<file path="config.mk">
export PLATFORM = sky130hd
export DESIGN_NAME = reg_file
export DESIGN_NICKNAME = d
export VERILOG_FILES = /design/src/rtl/reg_file_pkg.sv /design/src/rtl/reg_scoreboard.sv /design/src/rtl/reg_file.sv
export SDC_FILE = /design/constraint.sdc
export NUM_CORES = 1
export LEC_CHECK = 0
export ABC_AREA = 0
export CORE_AREA = 2 2 193 195
export DETAILED_ROUTE_END_ITERATION = 7
export DIE_AREA = 0 0 195 197
export GPL_ROUTABILITY_DRIVEN = 0
export PLACE_DENSITY = 0.67
export SLEW_MARGIN = 20
export SYNTH_ARGS = -nofsm -noshare
export SYNTH_HDL_FRONTEND = slang
export SYNTH_SLANG_ARGS = --single-unit
</file>
<file path="constraint.sdc">
create_clock -name clk -period 3.09 [get_ports clk]
set_clock_uncertainty 0.1 [all_clocks]
set_input_delay 0.618 -clock clk [delete_from_list [all_inputs] [get_ports clk]]
set_output_delay 0.618 -clock clk [all_outputs]
set_load 0.01 [all_outputs]
</file>
<file path="src/rtl/reg_file_pkg.sv">
// Shared widths, reset constants and scoreboard helpers for the general-register file.
// The scoreboard step/busy rules live here so every user applies them identically.
package reg_file_pkg;

    localparam int DATA_W = 16;
    localparam int ADDR_W = 4;
    localparam int RegNum = 16;
    localparam int CNT_W  = 2;

    localparam logic RstEnable = 1'b1;
    localparam logic Disable   = 1'b0;

    typedef logic [DATA_W-1:0] reg_bus_t;
    typedef logic [ADDR_W-1:0] reg_addr_t;
    typedef logic [CNT_W-1:0]  scb_cnt_t;

    localparam reg_bus_t ZeroWord = '0;
    localparam scb_cnt_t CntZero  = '0;
    localparam scb_cnt_t CntOne   = scb_cnt_t'(1);
    localparam scb_cnt_t CntMax   = '1;

    typedef struct packed {
        logic     err;
        scb_cnt_t cnt;
    } scb_step_t;

    // Simultaneous issue and write-back cancel out, even at the counter limits.
    function automatic scb_step_t scb_step(input scb_cnt_t cnt, input logic inc, input logic dec);
        scb_step_t r;
        r.err = 1'b0;
        r.cnt = cnt;
        if (inc && !dec) begin
            if (cnt == CntMax) r.err = 1'b1;
            else               r.cnt = cnt + CntOne;
        end else if (dec && !inc) begin
            if (cnt == CntZero) r.err = 1'b1;
            else                r.cnt = cnt - CntOne;
        end
        return r;
    endfunction

    // A sole producer committing this cycle is served by the bypass, so it does not stall.
    function automatic logic scb_busy(input scb_cnt_t cnt, input logic commit_hit);
        return (cnt != CntZero) && !((cnt == CntOne) && commit_hit);
    endfunction

endpackage

</file>
<file path="src/rtl/reg_scoreboard.sv">
// Per-register in-flight write counters, decode busy flags and sticky over/underflow flag.
// Counters move at the clock edge; busy flags are combinational from the current counts.
module reg_scoreboard
    import reg_file_pkg::*;
(
    input  logic              clk,
    input  logic              rst,
    input  logic              issue_i,
    input  logic [ADDR_W-1:0] issueAddr_i,
    input  logic              flush_i,
    input  logic              wReg_i,
    input  logic [ADDR_W-1:0] wRegAddr_i,
    input  logic [ADDR_W-1:0] rAddr1_i,
    input  logic [ADDR_W-1:0] rAddr2_i,
    output logic              rBusy1_o,
    output logic              rBusy2_o,
    output logic              err_o
);

    scb_cnt_t  cnt      [RegNum];
    scb_cnt_t  cnt_nxt  [RegNum];
    scb_step_t step_r   [RegNum];
    logic      step_err;
    logic      err_q;

    always_comb begin
        step_err = 1'b0;
        for (int i = 0; i < RegNum; i++) begin
            step_r[i]  = scb_step(cnt[i],
                                  issue_i && (issueAddr_i == reg_addr_t'(i)),
                                  wReg_i  && (wRegAddr_i  == reg_addr_t'(i)));
            cnt_nxt[i] = step_r[i].cnt;
            step_err   = step_err | step_r[i].err;
        end
    end

    // Flush wipes every pending producer but leaves the sticky error untouched.
    always_ff @(posedge clk) begin
        if (rst == RstEnable) begin
            for (int i = 0; i < RegNum; i++) cnt[i] <= CntZero;
            err_q <= Disable;
        end else if (flush_i) begin
            for (int i = 0; i < RegNum; i++) cnt[i] <= CntZero;
        end else begin
            for (int i = 0; i < RegNum; i++) cnt[i] <= cnt_nxt[i];
            if (step_err) err_q <= 1'b1;
        end
    end

    assign rBusy1_o = scb_busy(cnt[rAddr1_i], wReg_i && (wRegAddr_i == rAddr1_i));
    assign rBusy2_o = scb_busy(cnt[rAddr2_i], wReg_i && (wRegAddr_i == rAddr2_i));
    assign err_o    = err_q;

endmodule

</file>
<file path="src/rtl/reg_file.sv">
// General-register file: one write-back port, two combinational read ports with
// same-cycle write bypass, plus the in-flight producer scoreboard for decode stalls.
module reg_file
    import reg_file_pkg::*;
(
    input  logic              clk,
    input  logic              rst,
    input  logic              wReg_i,
    input  logic [ADDR_W-1:0] wRegAddr_i,
    input  logic [DATA_W-1:0] wData_i,
    input  logic [ADDR_W-1:0] rAddr1_i,
    input  logic [ADDR_W-1:0] rAddr2_i,
    output logic [DATA_W-1:0] rData1_o,
    output logic [DATA_W-1:0] rData2_o,
    output logic              rBusy1_o,
    output logic              rBusy2_o,
    input  logic              issue_i,
    input  logic [ADDR_W-1:0] issueAddr_i,
    input  logic              flush_i,
    output logic              err_o
);

    reg_bus_t regs [RegNum];

    // Every register is writable; there is no hard-wired zero register.
    always_ff @(posedge clk) begin
        if (rst == RstEnable) begin
            for (int i = 0; i < RegNum; i++) regs[i] <= ZeroWord;
        end else if (wReg_i) begin
            regs[wRegAddr_i] <= wData_i;
        end
    end

    // Bypass stays active during reset: the read rule does not depend on rst.
    always_comb begin
        rData1_o = regs[rAddr1_i];
        rData2_o = regs[rAddr2_i];
        if (wReg_i && (wRegAddr_i == rAddr1_i)) rData1_o = wData_i;
        if (wReg_i && (wRegAddr_i == rAddr2_i)) rData2_o = wData_i;
    end

    reg_scoreboard u_scoreboard (
        .clk         (clk),
        .rst         (rst),
        .issue_i     (issue_i),
        .issueAddr_i (issueAddr_i),
        .flush_i     (flush_i),
        .wReg_i      (wReg_i),
        .wRegAddr_i  (wRegAddr_i),
        .rAddr1_i    (rAddr1_i),
        .rAddr2_i    (rAddr2_i),
        .rBusy1_o    (rBusy1_o),
        .rBusy2_o    (rBusy2_o),
        .err_o       (err_o)
    );

endmodule

</file>
==> Word-level counts from Yosys, hierarchy flattened <==
Memories as Yosys holds them, arrays and structs flattened.
Cells that the tools add are included.
{ "totals": {"out_inout_bits": 35, "n_memories": 2, "ramBits": 288, "input_bits": 37, "ff_bits": 1, "wordCells": 403} }
{ "op_classes": {"n_bitwise": 48, "eq_ne": 50, "mux": 144, "addsub": 32, "n_reduce_logical": 126} }
{ "memory_table": {"columns": ["memory", "depth", "width", "rd", "rd_ports_with_merged_regs", "wr", "line_no", "source"], "rows": [
  ["regs", 16, 16, 2, 0, 16, "reg_file.sv:23", "reg_bus_t regs [RegNum];"],
  ["u_scoreboard.cnt", 16, 2, 18, 0, 16, "reg_scoreboard.sv:20", "scb_cnt_t cnt [RegNum];"]
]} }
{ "ops": {"columns": ["operator", "n"], "rows": [
  ["two-way mux 2 bit", 64],
  ["two-way mux 3 bit", 32],
  ["logical AND 1 bit", 70],
  ["== test 4 bit (second input constant)", 16],
  ["two-way mux 16 bit", 3],
  ["bitwise OR 1 bit", 47],
  ["two-way mux 1 bit", 44],
  ["zero test 1 bit", 34],
  ["adder 2 x 1 -> 2 bit (second input constant)", 16],
  ["== test 2 bit (second input constant)", 16],
  ["== test 4 x 3 -> 1 bit (second input constant)", 8],
  ["zero test 2 bit", 16],
  ["subtractor 2 x 1 -> 2 bit (second input constant)", 16],
  ["== test 4 x 2 -> 1 bit (second input constant)", 4],
  ["OR reduction 16 bit", 1],
  ["== test 4 x 1 -> 1 bit (second input constant)", 2],
  ["== test 4 bit", 2],
  ["zero test 4 bit", 2],
  ["== test 2 x 1 -> 1 bit (second input constant)", 2],
  ["two-way mux 4 bit", 1],
  ["nonzero test 2 bit", 2],
  ["AND reduction 2 bit", 1],
  ["inverter 1 bit", 1]
]} }

==> Longest topological paths before layout <==
Gate-level depths: netlist of the first run.
{ "logic_depth": {"word_depth": 22, "ltp_mapped": 11} }

==> Modules after synthesis <==
From an unflattened synthesis of the first run, not the netlist that was laid out.
{ "unflattened": {"cells_unflattened": 1286, "hier_area_um2": 18004.8} }
{ "by_module_without_submodules": {"columns": ["mod", "area_per_inst_um2", "n_inst", "cells_per_inst"], "rows": [
  ["reg_file", 14285.0, 1, 897],
  ["reg_scoreboard", 3719.8, 1, 389]
]} }

==> Least setup slack after synthesis of the first run <==
No wires, ideal clock.
{ "synth_timing": {"path_type": "input to register", "from": "in wRegAddr_i[3]", "to": "reg u_scoreboard.err_q (netlist: u_scoreboard.err_o)", "path_slack_ps": 351, "path_stages": 10, "setup_ps": 138, "path_buffers": 1, "arrival_time_ps": 2500, "path_cell_list": "buf_4 > nand2b_1 > or2_2 > nor3_1 > inv_1 > ha_1 > a221oi_1 > nand4_1 > a2111oi_0 > a31oi_1"} }
{ "synth_via": {"elab_chain_cells": 21, "elab_cells_between_ends": 128, "cone_classes": "eq/ne: 15; mux: 32; bitwise: 15; reduce/logical: 66"} }
{ "synth_rtl": {"columns": ["item", "line_no", "source"], "rows": [
  ["start, declared", "reg_file.sv:9", "input logic [ADDR_W-1:0] wRegAddr_i,"],
  ["== test 4 x 1 -> 1 bit or zero test 4 bit (tied branches)", "reg_scoreboard.sv:31", "wReg_i && (wRegAddr_i == reg_addr_t'(i)));"],
  ["logical AND 1 bit", "reg_scoreboard.sv:31", null],
  ["logical AND 1 bit or zero test 1 bit (tied branches)", "reg_file_pkg.sv:35, reg_file_pkg.sv:32", null],
  ["two-way mux 3 bit or logical AND 1 bit (tied branches)", "reg_file_pkg.sv:35, reg_file_pkg.sv:32", null],
  ["two-way mux 3 bit", "reg_file_pkg.sv:32", "if (inc && !dec) begin"],
  ["bitwise OR 1 bit (14 in series)", "reg_scoreboard.sv:33", "step_err = step_err | step_r[i].err;"],
  ["bitwise OR 1 bit (*)", "reg_scoreboard.sv:33", null],
  ["AND reduction 2 bit (no source line) (*)", null, null],
  ["end signal, assigned", "reg_scoreboard.sv:41", "err_q <= Disable;"],
  ["end, declared", "reg_scoreboard.sv:24", "logic err_q;"]
]} }
Mark *: on every way between the ends. The rest lies on a longest branch, timed or not.
A chain may end at the register's enable or synchronous reset.

==> Worst setup path after layout of the first run <==
{ "layout_timing": {"from": "in rAddr1_i[0]", "to": "out rData1_o[14]"} }
{ "layout_via": {"elab_chain_cells": 3, "elab_cells_between_ends": 4, "cone_classes": "eq/ne: 1; mux: 1; reduce/logical: 1; memory: 1"} }
{ "layout_rtl": {"columns": ["item", "line_no", "source"], "rows": [
  ["start, declared", "reg_file.sv:11", "input logic [ADDR_W-1:0] rAddr1_i,"],
  ["parallel branches: the longest is 2 deep, another holds memory read (16 x 16 bit)", null, null],
  ["two-way mux 16 bit (*)", "reg_file.sv:38", "if (wReg_i && (wRegAddr_i == rAddr1_i)) rData1_o = wData_i;"],
  ["end, declared", "reg_file.sv:13", "output logic [DATA_W-1:0] rData1_o,"]
]} }
Mark *: on every way between the ends.

==> results.json, run 1 <==
{
  "status": "complete, no violations",
  "grt_use_met1_pct": 37.9,
  "drt-pass1-iter-count": 5,
  "drtIter0Drc": 1300,
  "syn_area_per_cell_sq_um": 12.5,
  "route.detailed.drc": 0,
  "setup_viol": 0,
  "period_share_pct": 99.5,
  "ys_seq_area_share_pct": 48.4,
  "syn_nets": 1527,
  "placed_area_sq_mm": 0.0208,
  "root_buffer": "clkbuf_16",
  "hold_depth": 2,
  "syn2layout_area_growth_pct": 25.2,
  "min_from": "u_scoreboard.cnt[0][1]$_SDFFE_PP0P_",
  "rr_endpoint": "u_scoreboard.err_o$_SDFFE_PP0P_",
  "p_leak_uw": 0.00872,
  "async_reset_ff_share_pct": 0,
  "busiest_layer": "met2",
  "synth_flop_cell": "edfxtp_1",
  "synth_edf_count": 286,
  "fin_nets": 1790,
  "required_ps": 2370,
  "finalHoldViolCount": 0,
  "critPathKind": "input pin to output pin",
  "grt_pass1_wl_um": 83200,
  "crit_path_max_fanout": 6,
  "viasPerCell": 6.09,
  "yosys_warnings": 0,
  "slew_viol_final": 0,
  "utilization_pct": 61.7,
  "grt_pass1_vias": 13542,
  "max_slew_margin_pct": 65.0,
  "grt_max_degree": 30,
  "core_sq_mm": 0.0363,
  "final_common_cell": "edfxtp_1",
  "start_util_pct": 49.3,
  "min_path_type": "flip-flop to flip-flop",
  "seqPwrFrac_pct": 47.3,
  "clockPowerShare_pct": 34.4,
  "drive_gt1_share_pct": 30.0,
  "netlist_area_sq_mm": 0.0179,
  "clk_latency_ps": 590,
  "power_frac_comb_pct": 18.3,
  "clock_path_buffers": 3,
  "use_met2_pct": 49.5,
  "synthCells": 1432,
  "synth.largest_area_cell": "edfxtp_1",
  "fin_area_sq_mm": 0.0224,
  "dpl.hpwl_um": 37900,
  "r2r_cells": 8,
  "antenna_found_initial": 0,
  "clock-sinks": 289,
  "ant_nets": 0,
  "dr_total_vias": 13272,
  "path_clk_slew_ps": 60,
  "endpoint_kind": "output pin",
  "holdWs_ps": 400,
  "synthTopCellsByArea": "edfxtp_1, mux4_2, and2_1",
  "portBuffers": 71,
  "slowest_stage": "mux4_2",
  "cts_tree": "done",
  "yosysTopAreaCellShare_pct": 48.0,
  "rows": 70,
  "htreeDepth": 1,
  "max-cap-violations": 0,
  "gr-usage-met3_pct": 4.69,
  "dieWidth_um": 195,
  "ys_types": 52,
  "crit_family": "multiplexers",
  "grt.total_usage_pct": 29.3,
  "r2r_slack_ps": 940,
  "holdPathEnd": "u_scoreboard.cnt[0][1]$_SDFFE_PP0P_",
  "cp-start-kind": "input pin",
  "p_sw_share_pct": 25.9,
  "max_stage_delay_ps": 490,
  "fin_crit_ps": 3070,
  "critPathBufInv": 5,
  "critPathArrivalTime_ps": 2360,
  "vdd.ir_drop.worst_mv": 0.413,
  "tightest_slew_ps": 524,
  "crit_chain": "buf_16 > buf_12 > buf_12 > buf_4 > mux4_2 > mux2i_1 > nand2_1 > mux2i_1 > a31oi_1 > buf_2",
  "wire_per_inst_um": 25.3,
  "die-area_sq_mm": 0.0384,
  "p_per_area_mw_per_mm2": 442,
  "ioPinCount": 72,
  "final_cell_mix": "edfxtp_1, and2_1, buf_4",
  "p_int_uw": 7330,
  "finalWirelength_um": 55200,
  "n_antenna_cell": 0,
  "numCtsBuffers": 31,
  "grt-ovfl-total": 0,
  "synth-seq-cells": 289,
  "dieHeight_um": 197,
  "max_freq_mhz": 325,
  "switchingPower_uw": 2560,
  "r2r_start": "u_scoreboard.cnt[10][0]$_SDFFCE_PN0P_",
  "setup_tns_ps": 0
}
[worst register-to-register path, delay by kind of cell (launching register included)]
family                     cells  cell delay (ps)
AOI/OAI and AO/OA              4              860
adders and majority gates      1              220
buffers and inverters          2              340
DFF                            1              420
and+or+nand+nor                1               80
[kinds of logic after synthesis]
kind of cell | share of synthesized area (%)
simple gates | 14.8
flops | 48.4
mux | 19.8
compound gates | 8.02
buf+inv | 4.54
fa+ha+maj | 4.06
xor+xnor | 0.392
[layout make-up]
type,count,area [sq um]
well taps,468,586
clock inverters,13,93.8
multi-input cells,970,8740
inverters,67,251
repair buffers,336,3260
clock buffers,38,802
fillers,2860,13900
flip-flops and latches,289,8650
[metal layers]
layer / part of all wire (%) / routed length (um) / vias up
li1: - / - / 5854
met1: 40 / 21900 / 6712
met2: 49 / 26900 / 586
met3: 7.4 / 4060 / 120
met4: 4.3 / 2380 / 0
met5: 0 / 0 / -
[power by group through the flow]
| stage | logic, uW | clock network [uW] | registers, uW |
|---|---|---|---|
| after global routing | 1910 | 3580 | 4700 |
| after global placement | 1680 | 0 | 4730 |
| final | 1810 | 3410 | 4670 |
| after detailed placement | 1700 | 0 | 4750 |
| after CTS | 1780 | 3450 | 4670 |
| after floorplan | 927 | 0 | 4700 |
[flip-flops by register name (all words and copies together), names as in the netlist]
name / cells
regs: 256
u_scoreboard.cnt: 32
u_scoreboard.err_o: 1
[stage by stage]
| step | std cells | worst slack, ps | total power (uW) |
|---|---|---|---|
| 6_report | 2181 | 15.1 | 9890 |
| 4_1_cts | 2176 | -111 | 9900 |
| 5_1_grt | 2181 | -22.3 | 10200 |
| 3_3_place_gp | 2094 | -629 | 6410 |
| 3_5_place_dp | 2094 | -620 | 6450 |
| 2_1_floorplan | 1432 | 351 | 5630 |
[synthesized netlist by cell type, types with 23 or more instances]
cell / n
ha_1: 58
o21ai_0: 50
nand2_1: 91
mux2i_1: 89
clkbuf_1: 60
edfxtp_1: 286
a21oi_1: 23
a221oi_1: 33
and2_1: 258
mux4_2: 112
o211ai_1: 23
inv_1: 66
nor2_1: 74
[timing repair]
action	4_1_cts	5_1_grt
buffers inserted	28	8
resized for setup	148	41
pin swaps	9	13
setup endpoints to repair	34	21
gates cloned	3	0
hold buffers	0	0
[how the worst max path moves through the flow]
stage / startpoint / to / slack (ps) / cells after the start
6_report: rAddr1_i[0] / rData1_o[14] / 20 / 10
5_1_grt: rAddr1_i[0] / rData1_o[10] / -20 / 10
4_1_cts: rAddr1_i[3] / rData1_o[9] / -110 / 8
3_5_place_dp: rAddr1_i[2] / rData1_o[13] / -620 / 9
3_3_place_gp: rAddr1_i[2] / rData1_o[13] / -630 / 9
2_1_floorplan: wRegAddr_i[3] / u_scoreboard.err_o$_SDFFE_PP0P_ / 350 / 10
(Power assumes the default switching activity.)
==> run 2: changes to the inputs <==
- CORE_AREA: 2 2 193 195 -> 3 3 194 196
- DIE_AREA: 0 0 195 197 -> 0 0 197 199
==> results.json, run 2 (synthesized netlist as in run 1, its figures left out) <==
{
  "status": "complete, no violations",
  "drive_gt1_share_pct": 29.7,
  "htreeDepth": 2,
  "crit_path_max_fanout": 11,
  "n_antenna_cell": 0,
  "final_cell_mix": "edfxtp_1, and2_1, buf_4",
  "grt_pass1_wl_um": 81400,
  "rsz0062_at_grt": "yes",
  "p_leak_uw": 0.00873,
  "numCtsBuffers": 34,
  "hold_buffers": 0,
  "drtIter0Drc": 1342,
  "max_stage_delay_ps": 490,
  "vdd.ir_drop.worst_mv": 0.439,
  "fin_crit_ps": 3070,
  "ant_nets": 0,
  "largest-register": "regs",
  "start_util_pct": 49.3,
  "dieWidth_um": 197,
  "utilization_pct": 61.7,
  "antenna_found_initial": 0,
  "route.detailed.drc": 0,
  "final_common_cell": "edfxtp_1",
  "drt-pass1-iter-count": 6,
  "cts_tree": "done",
  "fin_nets": 1796,
  "syn2layout_area_growth_pct": 25.1,
  "portBuffers": 71,
  "endpoint_kind": "output pin",
  "root_buffer": "clkbuf_16",
  "finalWirelength_um": 54200,
  "rows": 70,
  "grt_max_degree": 30,
  "grt_pass1_vias": 13431,
  "finalHoldViolCount": 0,
  "die-area_sq_mm": 0.0392,
  "setup_viol": 0,
  "critPathArrivalTime_ps": 2350,
  "clock-sinks": 289,
  "cp-start-kind": "input pin",
  "core_sq_mm": 0.0363,
  "viasPerCell": 6.04,
  "dpl.hpwl_um": 37700,
  "num-fill-cells": 2881,
  "slew_viol_final": 0,
  "clk_latency_ps": 550,
  "clock_path_buffers": 3,
  "wire_per_inst_um": 24.7,
  "path_clk_slew_ps": 50,
  "p_per_area_mw_per_mm2": 464,
  "total_power_uw": 10400,
  "slowest_stage": "mux4_2",
  "dr_total_vias": 13237,
  "dieHeight_um": 199,
  "largest_register_ffs": 256,
  "max_freq_mhz": 326,
  "max_slew_margin_pct": 67.0,
  "tightest_slew_ps": 493,
  "min_path_type": "flip-flop to flip-flop",
  "required_ps": 2370,
  "ioPinCount": 72,
  "grt.total_usage_pct": 28.0,
  "grt-ovfl-total": 0,
  "crit_chain": "buf_12 > buf_12 > mux4_2 > mux2i_1 > nand2_1 > mux2i_1 > a31oi_1 > buf_2",
  "critPathKind": "input pin to output pin",
  "max-cap-violations": 0,
  "period_share_pct": 99.2
}
[run 2: cell count changes in the layout (fill, tap and decap cells not counted), sizes merged, moves of 2 or more]
cell           before  now
clkinvlp            0    2
clkinv             12   15
buf               274  277
clkdlybuf4s15       5   10
clkbuf             49   53
bufbuf              2    0
dlygate4sd2        18   12
bufinv              1    3
[run 2: stage by stage]
stage	std cells	cell area [sq um]	hold slack, ps	setup TNS [ps]	setup WS [ps]
finish	2193	22400	450	0	24.0
global route	2193	22400	479	-26.8	-8.12
CTS	2179	22200	443	0	0.463
detailed placement	2106	20800	435	-15570	-533
global placement	2106	20800	419	-15210	-562
floorplan	1432	17900	393	0	351
[run 2: per-layer routing]
layer / vias to the layer above / part of all wire [%] / track usage (%)
li1: 5864 / - / -
met1: 6643 / 41 / 38.3
met2: 621 / 48 / 45.1
met3: 109 / 8.2 / 5.37
met4: 0 / 3.2 / 10.1
met5: - / 0 / 0
[run 2: where the power goes]
part / internal (uW) / switching, uW / leakage [uW]
clock: 2290 / 1660 / 0.000528
combinational: 852 / 901 / 0.00539
sequential: 4540 / 132 / 0.00281
total: 7690 / 2690 / 0.00873
[run 2: path summary, 6_finish.rpt]
check	startpoint	endpoint	slack (ps)	depth (start not counted)
worst max-delay path	rAddr1_i[0]	rData1_o[14]	20	8
worst min-delay path	u_scoreboard.cnt[0][1]$_SDFFE_PP0P_	u_scoreboard.cnt[0][1]$_SDFFE_PP0P_	450	2
worst max register to register	u_scoreboard.cnt[11][1]$_SDFFCE_PN0P_	u_scoreboard.err_o$_SDFFE_PP0P_	1000	6
worst min register to register	u_scoreboard.cnt[0][1]$_SDFFE_PP0P_	u_scoreboard.cnt[0][1]$_SDFFE_PP0P_	450	2
[run 2: timing repair]
item | CTS | global route
gates cloned | 3 | 0
pin swaps | 6 | 8
endpoints found under the setup margin | 34 | 34
setup buffers | 10 | 15
gates resized for setup | 90 | 62
[run 2: area by class of cell]
class / count / area [sq um] / area share (%)
clock buffer: 39 / 870 / 3.89
clock inverter: 21 / 209 / 0.934
inverter: 67 / 251 / 1.12
tap: 468 / 586 / 2.62
multi-input combinational: 970 / 8630 / 38.6
sequential: 289 / 8650 / 38.7
timing repair buffer: 339 / 3160 / 14.2
[run 2: worst max-delay path, delay by kind of cell]
family	cells	cell delay, ps
buf+inv	3	480
simple gates	1	130
mux	3	1010
compound gates	1	90
==> run 3: changes to the inputs <==
- CELL_PAD_IN_SITES_DETAIL_PLACEMENT: default -> 1
- CELL_PAD_IN_SITES_GLOBAL_PLACEMENT: default -> 2
- CORE_AREA: 3 3 194 196 -> 3 3 206 208
- DIE_AREA: 0 0 197 199 -> 0 0 209 211
- PLACE_DENSITY: 0.67 -> default
- PLACE_DENSITY_LB_ADDON: default -> 0.1
==> results.json, run 3 (synthesized netlist as in run 1, its figures left out) <==
{
  "portBuffers": 71,
  "status": "complete, but fails checks",
  "period_share_pct": 101,
  "tightest_slew_ps": 476,
  "violations": "negative setup slack",
  "drtIter0Drc": 1127,
  "clock-sinks": 289,
  "cp-start-kind": "input pin",
  "grt_pass1_wl_um": 94000,
  "crit_family": "compound AO/OA/AOI/OAI gates",
  "fin_nets": 1809,
  "drt-pass1-iter-count": 5,
  "grt_max_degree": 23,
  "crit_path_max_fanout": 9,
  "r2r_cells": 7,
  "setup_tns_ps": -43.7,
  "placed_area_sq_mm": 0.0213,
  "syn2layout_area_growth_pct": 27.4,
  "die-area_sq_mm": 0.0441,
  "dieWidth_um": 209,
  "ioPinCount": 72,
  "critical_path_depth": 9,
  "required_ps": 2370,
  "drive_gt1_share_pct": 30.4,
  "cts_tree": "done",
  "dpl.hpwl_um": 45400,
  "dr_total_vias": 13503,
  "finalWirelength_um": 64500,
  "max_stage_delay_ps": 410,
  "r2r_slack_ps": 810,
  "final_cell_mix": "edfxtp_1, and2_1, buf_4",
  "endpoint": "rData1_o[4]",
  "path_clk_slew_ps": 50,
  "fin_crit_ps": 3120,
  "slowest_stage": "a221oi_2",
  "rr_endpoint": "u_scoreboard.err_o$_SDFFE_PP0P_",
  "root_buffer": "clkbuf_16",
  "finalHoldViolCount": 0,
  "critPathArrivalTime_ps": 2400,
  "postLayoutSetupSlackWorst_ps": -31.7,
  "ant_nets": 0,
  "viasPerCell": 5.94,
  "grt_pass1_vias": 14259,
  "core_sq_mm": 0.0407,
  "holdWs_ps": 430,
  "rsz0062_at_grt": "yes",
  "cp-startpoint": "rAddr1_i[0]",
  "critPathKind": "input pin to output pin",
  "dieHeight_um": 211,
  "fin_area_sq_mm": 0.0228,
  "slew_viol_final": 0,
  "pre_cts_ws_ps": -545,
  "max_freq_mhz": 320,
  "critPathBufInv": 4,
  "max-cap-violations": 0,
  "crit_chain": "buf_12 > buf_6 > buf_4 > mux2i_1 > a221oi_2 > o21ai_0 > o211ai_1 > o21a_1 > buf_2",
  "htreeDepth": 2,
  "p_leak_uw": 0.00889,
  "antenna_found_initial": 1,
  "largest_register_ffs": 256,
  "numCtsBuffers": 37,
  "min_path_type": "flip-flop to flip-flop",
  "hold_buffers": 0,
  "p_per_area_mw_per_mm2": 471,
  "start_util_pct": 43.9,
  "num-fill-cells": 4124,
  "grt-ovfl-total": 0,
  "max_slew_margin_pct": 67.3,
  "r2r_start": "u_scoreboard.cnt[13][0]$_SDFFCE_PN0P_",
  "setup_viol": 2,
  "grt.total_usage_pct": 28.9,
  "utilization_pct": 55.9,
  "wire_per_inst_um": 28.4,
  "route.detailed.drc": 0,
  "final_common_cell": "edfxtp_1",
  "n_antenna_cell": 0,
  "largest-register": "regs",
  "vdd.ir_drop.worst_mv": 0.474,
  "endpoint_kind": "output pin",
  "clk_latency_ps": 560,
  "clock_path_buffers": 3,
  "rows": 74
}
==> run 3: timing repair <==
| item | CTS | global route |
|---|---|---|
| pin swaps | 10 | 8 |
| cloned | 3 | 2 |
| gates resized for setup | 158 | 45 |
| buffers inserted | 8 | 4 |
| endpoints found under the setup margin | 34 | 29 |
==> run 3: worst min-delay path by stage <==
stage	start	end	slack, ps	cells after the start
6_report	u_scoreboard.cnt[0][1]$_SDFFE_PP0P_	u_scoreboard.cnt[0][1]$_SDFFE_PP0P_	430	2
5_1_grt	u_scoreboard.cnt[0][1]$_SDFFE_PP0P_	u_scoreboard.cnt[0][1]$_SDFFE_PP0P_	480	2
4_1_cts	u_scoreboard.cnt[0][1]$_SDFFE_PP0P_	u_scoreboard.cnt[0][1]$_SDFFE_PP0P_	430	2
3_5_place_dp	u_scoreboard.cnt[0][1]$_SDFFE_PP0P_	u_scoreboard.cnt[0][1]$_SDFFE_PP0P_	430	2
3_3_place_gp	u_scoreboard.cnt[0][1]$_SDFFE_PP0P_	u_scoreboard.cnt[0][1]$_SDFFE_PP0P_	410	2
2_1_floorplan	u_scoreboard.cnt[0][1]$_SDFFE_PP0P_	u_scoreboard.cnt[0][1]$_SDFFE_PP0P_	390	2
==> run 3: worst register-to-register path: stages (launching register included) <==
cell and delay, ps:
edfxtp_1 500, ha_1 260, a22o_1 270, a221oi_1 250
buf_4 190, nand4_1 100, a2111oi_0 350, a31oi_1 120
==> run 3: final cells by class <==
cell class	count	area (sq um)	area share, %
sequential	289	8650	38.0
multi-input combinational	970	8640	38.0
timing repair buffer	349	3430	15.1
clock buffer	49	992	4.36
tap	532	666	2.92
inverter	67	251	1.10
clock inverter	16	143	0.626
==> run 3: per-layer routing <==
layer | share of wire (%) | global-route usage [%]
met2 | 48 | 47.2
met5 | 0.025 | 0
met3 | 6.5 | 4.38
met4 | 3.3 | 10.6
met1 | 43 | 39.6
==> run 3: power breakdown <==
group / switching, uW / total (uW) / internal, uW
Combinational: 986 / 1860 / 879
Sequential: 142 / 4680 / 4540
Clock: 1750 / 4170 / 2430
Total: 2870 / 10700 / 7850
==> run 3: through the flow <==
stage | instances | power, uW
6_report | 2272 | 10700
5_1_grt | 2272 | 11100
4_1_cts | 2267 | 10700
3_5_place_dp | 2193 | 6590
3_3_place_gp | 2193 | 6540
2_1_floorplan | 1432 | 5630
